===== src/rtl/bgu_pkg.sv =====
// Shared types and condition logic for the delayed-branch scheduler.
// No latency or flow control of its own; consumed by the chain and the FSM.
package bgu_pkg;

    localparam logic [2:0] COND_NV = 3'd0;
    localparam logic [2:0] COND_AL = 3'd1;
    localparam logic [2:0] COND_EQ = 3'd2;
    localparam logic [2:0] COND_NE = 3'd3;
    localparam logic [2:0] COND_LT = 3'd4;
    localparam logic [2:0] COND_LE = 3'd5;
    localparam logic [2:0] COND_GT = 3'd6;
    localparam logic [2:0] COND_GE = 3'd7;

    localparam logic [7:0] HALT_HEAD = 8'b001_00_111;

    typedef struct packed {
        logic        vld;
        logic [15:0] word;
        logic [2:0]  cond;
    } dly_entry_t;

    typedef enum logic [1:0] {
        ST_IDLE,
        ST_FIRE,
        ST_DRAIN
    } sched_state_t;

    function automatic logic cond_true(input logic [2:0] cond, input logic n,
                                       input logic v, input logic z);
        logic lt;
        lt = n ^ v;
        case (cond)
            COND_AL: cond_true = 1'b1;
            COND_EQ: cond_true = z;
            COND_NE: cond_true = ~z;
            COND_LT: cond_true = lt;
            COND_LE: cond_true = lt | z;
            COND_GT: cond_true = ~(lt | z);
            COND_GE: cond_true = ~lt;
            default: cond_true = 1'b0;
        endcase
    endfunction

endpackage


===== src/rtl/delayed_branch_sched_if.sv =====
// Pipeline-side signals of the delayed-branch scheduler: S1 capture, S3 flags, fetch injection.
// Purely combinational bundle; adv is the only flow control and comes from the pipeline.
interface delayed_branch_sched_if;
    logic        adv;
    logic        halted;
    logic [15:0] p0_delayed_B_in;
    logic [2:0]  p0_delayed_cond_in;
    logic [15:0] p1_delayed_B_in;
    logic [2:0]  p1_delayed_cond_in;
    logic        N;
    logic        V;
    logic        Z;
    logic        flags_valid;
    logic        p0_do_delayed_B;
    logic        p1_do_delayed_B;
    logic [15:0] inject_IR;
    logic        flush_pipe;
    logic        stall_req;
    logic        busy;

    modport master (
        output adv, halted, p0_delayed_B_in, p0_delayed_cond_in,
               p1_delayed_B_in, p1_delayed_cond_in, N, V, Z, flags_valid,
        input  p0_do_delayed_B, p1_do_delayed_B, inject_IR, flush_pipe,
               stall_req, busy
    );

    modport slave (
        input  adv, halted, p0_delayed_B_in, p0_delayed_cond_in,
               p1_delayed_B_in, p1_delayed_cond_in, N, V, Z, flags_valid,
        output p0_do_delayed_B, p1_do_delayed_B, inject_IR, flush_pipe,
               stall_req, busy
    );
endinterface


===== src/rtl/dly_shift_chain.sv =====
// DEPTH-deep, two-slot chain carrying delayed-branch entries from S1 to the S3 eval slot; DEPTH-shift latency.
// Moves only when shift_i is high; clr_i empties every stage and overrides a shift.
module dly_shift_chain
    import bgu_pkg::*;
#(
    parameter int DEPTH = 2
) (
    input  logic       clk,
    input  logic       rst,
    input  logic       shift_i,
    input  logic       clr_i,
    input  dly_entry_t p0_i,
    input  dly_entry_t p1_i,
    output dly_entry_t p0_o,
    output dly_entry_t p1_o
);

    dly_entry_t p0_q [DEPTH];
    dly_entry_t p1_q [DEPTH];

    always_ff @(posedge clk or negedge rst) begin
        if (!rst) begin
            for (int i = 0; i < DEPTH; i++) begin
                p0_q[i] <= '0;
                p1_q[i] <= '0;
            end
        end else if (clr_i) begin
            for (int i = 0; i < DEPTH; i++) begin
                p0_q[i] <= '0;
                p1_q[i] <= '0;
            end
        end else if (shift_i) begin
            p0_q[0] <= p0_i;
            p1_q[0] <= p1_i;
            for (int i = 1; i < DEPTH; i++) begin
                p0_q[i] <= p0_q[i-1];
                p1_q[i] <= p1_q[i-1];
            end
        end
    end

    assign p0_o = p0_q[DEPTH-1];
    assign p1_o = p1_q[DEPTH-1];

endmodule


===== src/rtl/delayed_branch_sched.sv =====
// Evaluates delayed-branch slots at S3 and re-injects the winner into fetch; FIRE outputs one cycle after the eval edge.
// Frozen by adv=0; requests a stall while the eval slot waits on flags; ignores S1 until the pipe has drained.
module delayed_branch_sched
    import bgu_pkg::*;
#(
    parameter int DEPTH = 2
) (
    input  logic                   clk,
    input  logic                   rst,
    delayed_branch_sched_if.slave  bus
);

    localparam int CNT_W = $clog2(DEPTH + 1);

    sched_state_t state_q, state_d;
    logic [CNT_W-1:0] cnt_q, cnt_d;
    logic [15:0] inj_q, inj_d;
    logic slot_q, slot_d;
    logic flush_q, flush_d;

    dly_entry_t cap0, cap1, ev0, ev1;
    logic shift_en, cap_en, clr, stall;
    logic eval_any, p0_true, p1_true;

    assign cap0 = {cap_en && (bus.p0_delayed_cond_in != COND_NV),
                   bus.p0_delayed_B_in, bus.p0_delayed_cond_in};
    assign cap1 = {cap_en && (bus.p1_delayed_cond_in != COND_NV),
                   bus.p1_delayed_B_in, bus.p1_delayed_cond_in};

    dly_shift_chain #(.DEPTH(DEPTH)) u_chain (
        .clk     (clk),
        .rst     (rst),
        .shift_i (shift_en),
        .clr_i   (clr),
        .p0_i    (cap0),
        .p1_i    (cap1),
        .p0_o    (ev0),
        .p1_o    (ev1)
    );

    assign eval_any = ev0.vld | ev1.vld;
    assign p0_true  = ev0.vld & cond_true(ev0.cond, bus.N, bus.V, bus.Z);
    assign p1_true  = ev1.vld & cond_true(ev1.cond, bus.N, bus.V, bus.Z);

    always_comb begin
        state_d  = state_q;
        cnt_d    = cnt_q;
        inj_d    = inj_q;
        slot_d   = slot_q;
        flush_d  = 1'b0;
        shift_en = 1'b0;
        cap_en   = 1'b0;
        clr      = 1'b0;
        stall    = 1'b0;
        case (state_q)
            ST_IDLE: begin
                stall = eval_any & ~bus.flags_valid;
                // The chain holds while stalled so the waiting entry is judged, not dropped.
                if (bus.adv && !stall) begin
                    shift_en = 1'b1;
                    cap_en   = ~bus.halted;
                    if (!bus.halted && (p0_true || p1_true)) begin
                        clr     = 1'b1;
                        inj_d   = p0_true ? ev0.word : ev1.word;
                        slot_d  = ~p0_true;
                        flush_d = 1'b1;
                        state_d = ST_FIRE;
                    end
                end
            end
            ST_FIRE: begin
                if (bus.adv) begin
                    cnt_d   = CNT_W'(DEPTH);
                    state_d = ST_DRAIN;
                end
            end
            ST_DRAIN: begin
                if (bus.adv) begin
                    if (cnt_q == '0) begin
                        state_d  = ST_IDLE;
                        shift_en = 1'b1;
                        cap_en   = ~bus.halted;
                    end else begin
                        cnt_d = cnt_q - CNT_W'(1);
                    end
                end
            end
            default: state_d = ST_IDLE;
        endcase
    end

    always_ff @(posedge clk or negedge rst) begin
        if (!rst) begin
            state_q <= ST_IDLE;
            cnt_q   <= '0;
            inj_q   <= '0;
            slot_q  <= 1'b0;
            flush_q <= 1'b0;
        end else begin
            state_q <= state_d;
            cnt_q   <= cnt_d;
            inj_q   <= inj_d;
            slot_q  <= slot_d;
            flush_q <= flush_d;
        end
    end

    assign bus.p0_do_delayed_B = (state_q == ST_FIRE) & ~slot_q;
    assign bus.p1_do_delayed_B = (state_q == ST_FIRE) &  slot_q;
    assign bus.inject_IR       = (state_q == ST_FIRE) ? inj_q : 16'h0000;
    assign bus.flush_pipe      = (state_q == ST_FIRE) & flush_q;
    assign bus.stall_req       = stall;
    assign bus.busy            = (state_q != ST_IDLE);

endmodule


===== src/flat_wrapper.sv =====
// flat-port wrapper written by rule: the top's interface ports become plain ports
module delayed_branch_sched_flat import bgu_pkg::*;
#(
    parameter int DEPTH = 2
)
  (clk, rst, bus_adv, bus_halted, bus_p0_delayed_B_in, bus_p0_delayed_cond_in, bus_p1_delayed_B_in, bus_p1_delayed_cond_in, bus_N, bus_V, bus_Z, bus_flags_valid, bus_p0_do_delayed_B, bus_p1_do_delayed_B, bus_inject_IR, bus_flush_pipe, bus_stall_req, bus_busy);
  delayed_branch_sched_if bus_i ();
  input  logic clk;
  input  logic rst;
  input wire logic [$bits(bus_i.adv)-1:0] bus_adv;
  input wire logic [$bits(bus_i.halted)-1:0] bus_halted;
  input wire logic [$bits(bus_i.p0_delayed_B_in)-1:0] bus_p0_delayed_B_in;
  input wire logic [$bits(bus_i.p0_delayed_cond_in)-1:0] bus_p0_delayed_cond_in;
  input wire logic [$bits(bus_i.p1_delayed_B_in)-1:0] bus_p1_delayed_B_in;
  input wire logic [$bits(bus_i.p1_delayed_cond_in)-1:0] bus_p1_delayed_cond_in;
  input wire logic [$bits(bus_i.N)-1:0] bus_N;
  input wire logic [$bits(bus_i.V)-1:0] bus_V;
  input wire logic [$bits(bus_i.Z)-1:0] bus_Z;
  input wire logic [$bits(bus_i.flags_valid)-1:0] bus_flags_valid;
  output wire logic [$bits(bus_i.p0_do_delayed_B)-1:0] bus_p0_do_delayed_B;
  output wire logic [$bits(bus_i.p1_do_delayed_B)-1:0] bus_p1_do_delayed_B;
  output wire logic [$bits(bus_i.inject_IR)-1:0] bus_inject_IR;
  output wire logic [$bits(bus_i.flush_pipe)-1:0] bus_flush_pipe;
  output wire logic [$bits(bus_i.stall_req)-1:0] bus_stall_req;
  output wire logic [$bits(bus_i.busy)-1:0] bus_busy;
  assign bus_i.adv = bus_adv;
  assign bus_i.halted = bus_halted;
  assign bus_i.p0_delayed_B_in = bus_p0_delayed_B_in;
  assign bus_i.p0_delayed_cond_in = bus_p0_delayed_cond_in;
  assign bus_i.p1_delayed_B_in = bus_p1_delayed_B_in;
  assign bus_i.p1_delayed_cond_in = bus_p1_delayed_cond_in;
  assign bus_i.N = bus_N;
  assign bus_i.V = bus_V;
  assign bus_i.Z = bus_Z;
  assign bus_i.flags_valid = bus_flags_valid;
  assign bus_p0_do_delayed_B = bus_i.p0_do_delayed_B;
  assign bus_p1_do_delayed_B = bus_i.p1_do_delayed_B;
  assign bus_inject_IR = bus_i.inject_IR;
  assign bus_flush_pipe = bus_i.flush_pipe;
  assign bus_stall_req = bus_i.stall_req;
  assign bus_busy = bus_i.busy;
  delayed_branch_sched #(.DEPTH(DEPTH)) u_core (.clk(clk), .rst(rst), .bus(bus_i));
endmodule

===== config.mk =====
export PLATFORM = sky130hd
export DESIGN_NAME = delayed_branch_sched_flat
export DESIGN_NICKNAME = d
export VERILOG_FILES = /design/src/rtl/bgu_pkg.sv /design/src/rtl/delayed_branch_sched_if.sv /design/src/rtl/dly_shift_chain.sv /design/src/rtl/delayed_branch_sched.sv /design/src/flat_wrapper.sv
export SDC_FILE = /design/constraint.sdc
export NUM_CORES = 1
export LEC_CHECK = 0
export ABC_AREA = 1
export BUFFER_PORTS_ARGS = -buffer_cell sky130_fd_sc_hd__buf_2
export CAP_MARGIN = 20
export CORE_ASPECT_RATIO = 1.1
export CORE_MARGIN = 1.5
export CORE_UTILIZATION = 55
export DETAILED_ROUTE_END_ITERATION = 7
export HOLD_SLACK_MARGIN = 0.08
export PLACE_DENSITY = 0.72
export SLEW_MARGIN = 20
export SYNTH_ARGS = -nofsm -noshare
export SYNTH_HDL_FRONTEND = slang
export SYNTH_HIERARCHICAL = 1
export SYNTH_SLANG_ARGS = --single-unit

===== constraint.sdc =====
create_clock -name clk -period 2.9 [get_ports clk]
set_input_delay 0.29 -clock clk [delete_from_list [all_inputs] [get_ports clk]]
set_output_delay 0.29 -clock clk [all_outputs]
set_load 0.05 [all_outputs]

==> metrics.yaml <==
clock_tree:
  numCtsBuffers: 9
  clk_pin_slew_ns: 0.09
  htreeDepth: 3
  cts-root-buf: "clkbuf_8"
  postCtsSetupRepairBufs: 0
  clkLatencyLatePin_ns: 0.37
  cts_sinks: 102
  clock_path_buffers: 2
  cts_tree: "built"
sta:
  period_minus_slack_ns: 2.609
  setup_ws_ns: 0.2909
  fin_crit_sh: 0.8997
  slew_headroom: 0.4791
  setup_tns_ns: 0
  hold_viol: 0
  fin_skew_ns: 0.01387
  setup_viol: 0
  final_max_slew_viol_count: 0
  max_freq_ghz: 0.3833
  rsz0062_at_grt: "false"
  tightestPinTransition_ns: 0.7814
min_path:
  hold_path_depth: 3
  hp-class: "in2reg"
  min_from: "bus_p0_delayed_B_in[10]"
  hold_end: "u_core/u_chain/p0_q[33]"
yosys:
  syn-num-nets: 668
  yosys_warnings: 6
  syn_area_um2: 5140
  synth_area_leader_cell: "dfrtp_1"
  ys_seq_area_frac: 0.4966
  synth_seq_cells: 102
  synth_cell_types: 25
  synthTopCellsByArea: "dfrtp_1 (50%), nand2_1 (18%), nand3_1 (12%)"
  syn_avg_cell_area_um2: 8.277
  synth_top_area_frac: 0.4966
  synthCells: 621
critical_path:
  crit_type: "reg2reg"
  startpoint: "u_core/u_chain/p0_o[0]"
  crit_path_end_kind: "register"
  required_ns: 3.16
  crit_chain: "o21ai_0, nand2_1, nand3_4, nand3_4, nand2_8, nand2_8, inv_1, inv_2, buf_6, nand3_1, nand2_1"
  cp_slowest_cell: "dfrtp_1"
  r2r_slack_ns: 0.29
  arrival_ns: 2.87
  start_kind: "register"
  r2r_cells: 11
  critical_path.max_stage_delay_ns: 0.44
  r2r_end: "u_core/u_chain/p1_o[7]"
  r2r_start: "u_core/u_chain/p0_o[0]"
  worstPathMaxFanout: 80
detailed_routing:
  avgViaCountPerCell: 5.080
  drtIter0Drc: 225
  dr_total_vias: 3805
  wl_mm: 9.983
  wl_per_cell_um: 13.33
  first_pass_iters: 4
  drc: 0
  drtAntennaViolNets: 0
power:
  power_density_nw_per_um2: 992.9
  total_power_mw: 5.262
  ir_drop_uv: 404.5
  p_leak_nw: 2.945
floorplanning:
  num_rows: 36
  core_area_um2: 8964
  fp.dieW_um: 95.17
  start_util: 0.5734
  ios: 67
  fp.dieH_um: 104.4
  dieArea_um2: 9935
finish:
  multiInputGateArea_um2: 1874
  area_delta_synth_final_pct: 3.116
  diodes: 0
  n_fill_cell: 850
  seq_area_um2: 2552
  drive_gt1_frac: 0.1559
  utilization: 0.5913
  finalInstanceArea_um2: 5300
  final_nets: 678
placement:
  gp_congestion: 0.8391
  portBuffers: 66
  placed_area_um2: 5031
  hpwl_mm: 6.307
  dpl_worst_slack_ns: 0.2000
global_routing:
  grt_overflow_total: 0
  grt_usage: 0.2156
  grt_pass1_vias: 3663
  grt_pass1_wl_mm: 16.91
  antenna_found_initial: 0
  grt_max_degree: 82
job:
  max_cap_violations: 0
status:
  status: "finished clean"
-- cells in the mapped netlist --
master    instances
a211o_1           1
a21boi_2          1
a21oi_1           2
a21oi_2           1
buf_2             1
buf_4            51
buf_6            10
clkbuf_1          3
clkbuf_8          8
dfrtp_1         102
ha_1              1
inv_1            30
inv_2             1
nand2_1         244
nand2_2           3
nand2_8           2
nand3_1         119
nand3_4           2
nor2_1           27
nor2_4            1
nor2_8            1
nor3_1            4
o211ai_1          1
o21ai_0           3
xor2_1            2
-- what timing repair did --
action / CTS / global route
endpoints found under the hold margin: 44 / 0
hold buffers: 1 / 0
resized for setup: 0 / 2
endpoints found under the setup margin: 0 / 80
-- worst max-delay path: cells and delay by family (launching register included) --
kind / cells / cell delay, ns
buffers and inverters: 3 / 0.70
flip-flops: 1 / 0.44
AND/OR/NAND/NOR: 7 / 1.13
AO/OA/AOI/OAI: 1 / 0.18
-- worst max path at each step --
| stage | end | cells past startpoint |
|---|---|---|
| 6_report | u_core/u_chain/p1_o[7] | 11 |
| 5_1_grt | u_core/u_chain/p1_q[26] | 11 |
| 4_1_cts | u_core/u_chain/p1_o[18] | 11 |
| 3_5_place_dp | u_core/u_chain/p0_q[30] | 13 |
| 3_3_place_gp | u_core/u_chain/p1_q[29] | 13 |
| 2_1_floorplan | bus_stall_req | 3 |
-- logic make-up after synthesis --
kind of cell,after synthesis,synth area share
flops,102,0.4966
xor+xnor,2,0.003409
compound gates,9,0.01193
simple gates,403,0.3420
buf+inv,104,0.1436
fa+ha+maj,1,0.002434
-- registers in the layout, indices dropped and copies added, names as in the netlist --
register and count:
u_core/state_q 2, u_core/inj_q 16, u_core/u_chain/p1_o 20, u_core/cnt_q 2
u_core/u_chain/p0_q 20, u_core/u_chain/p1_q 20, u_core/slot_q 1, u_core/flush_q 1
u_core/u_chain/p0_o 20
-- where the power goes --
| group | internal [mW] | total (mW) | switching, mW | leakage [nW] |
|---|---|---|---|---|
| logic | 0.583 | 1.77 | 1.18 | 1.53 |
| clock network | 0.568 | 1.04 | 0.474 | 0.119 |
| registers | 2.04 | 2.45 | 0.409 | 1.29 |
-- metrics by stage --
| step | cells | hold WS [ns] |
|---|---|---|
| 2_1_floorplan | 621 | -0.005591 |
| 5_1_grt | 749 | 0.1467 |
| 6_report | 749 | 0.1468 |
| 3_3_place_gp | 731 | 0.3259 |
| 4_1_cts | 747 | 0.1329 |
| 3_5_place_dp | 731 | 0.3280 |
-- cell type report --
class / instances / area share
Clock buffer: 9 / 0.02337
Clock inverter: 6 / 0.02054
Inverter: 31 / 0.02195
Multi-Input combinational cell: 417 / 0.3536
Sequential cell: 102 / 0.4816
Tap cell: 114 / 0.02691
Timing Repair Buffer: 70 / 0.07200
-- cell usage in the layout (no fill, tap or decap), types with 3 or more instances in the layout --
master	n
nor2_4	3
nand2_2	4
nor2_1	27
clkbuf_8	9
bufinv_16	3
inv_1	30
nand2_1	243
buf_2	65
nor3_1	4
o21ai_0	3
dfrtp_1	102
nand3_1	119
-- routing by layer --
layer	part of all wire	up-vias	track usage
li1	-	1943	-
met1	0.48	1767	0.3115
met2	0.46	85	0.3247
met3	0.050	10	0.03436
met4	0.012	0	0.08102
met5	0	-	0
Power figures use the tool's default switching activity.
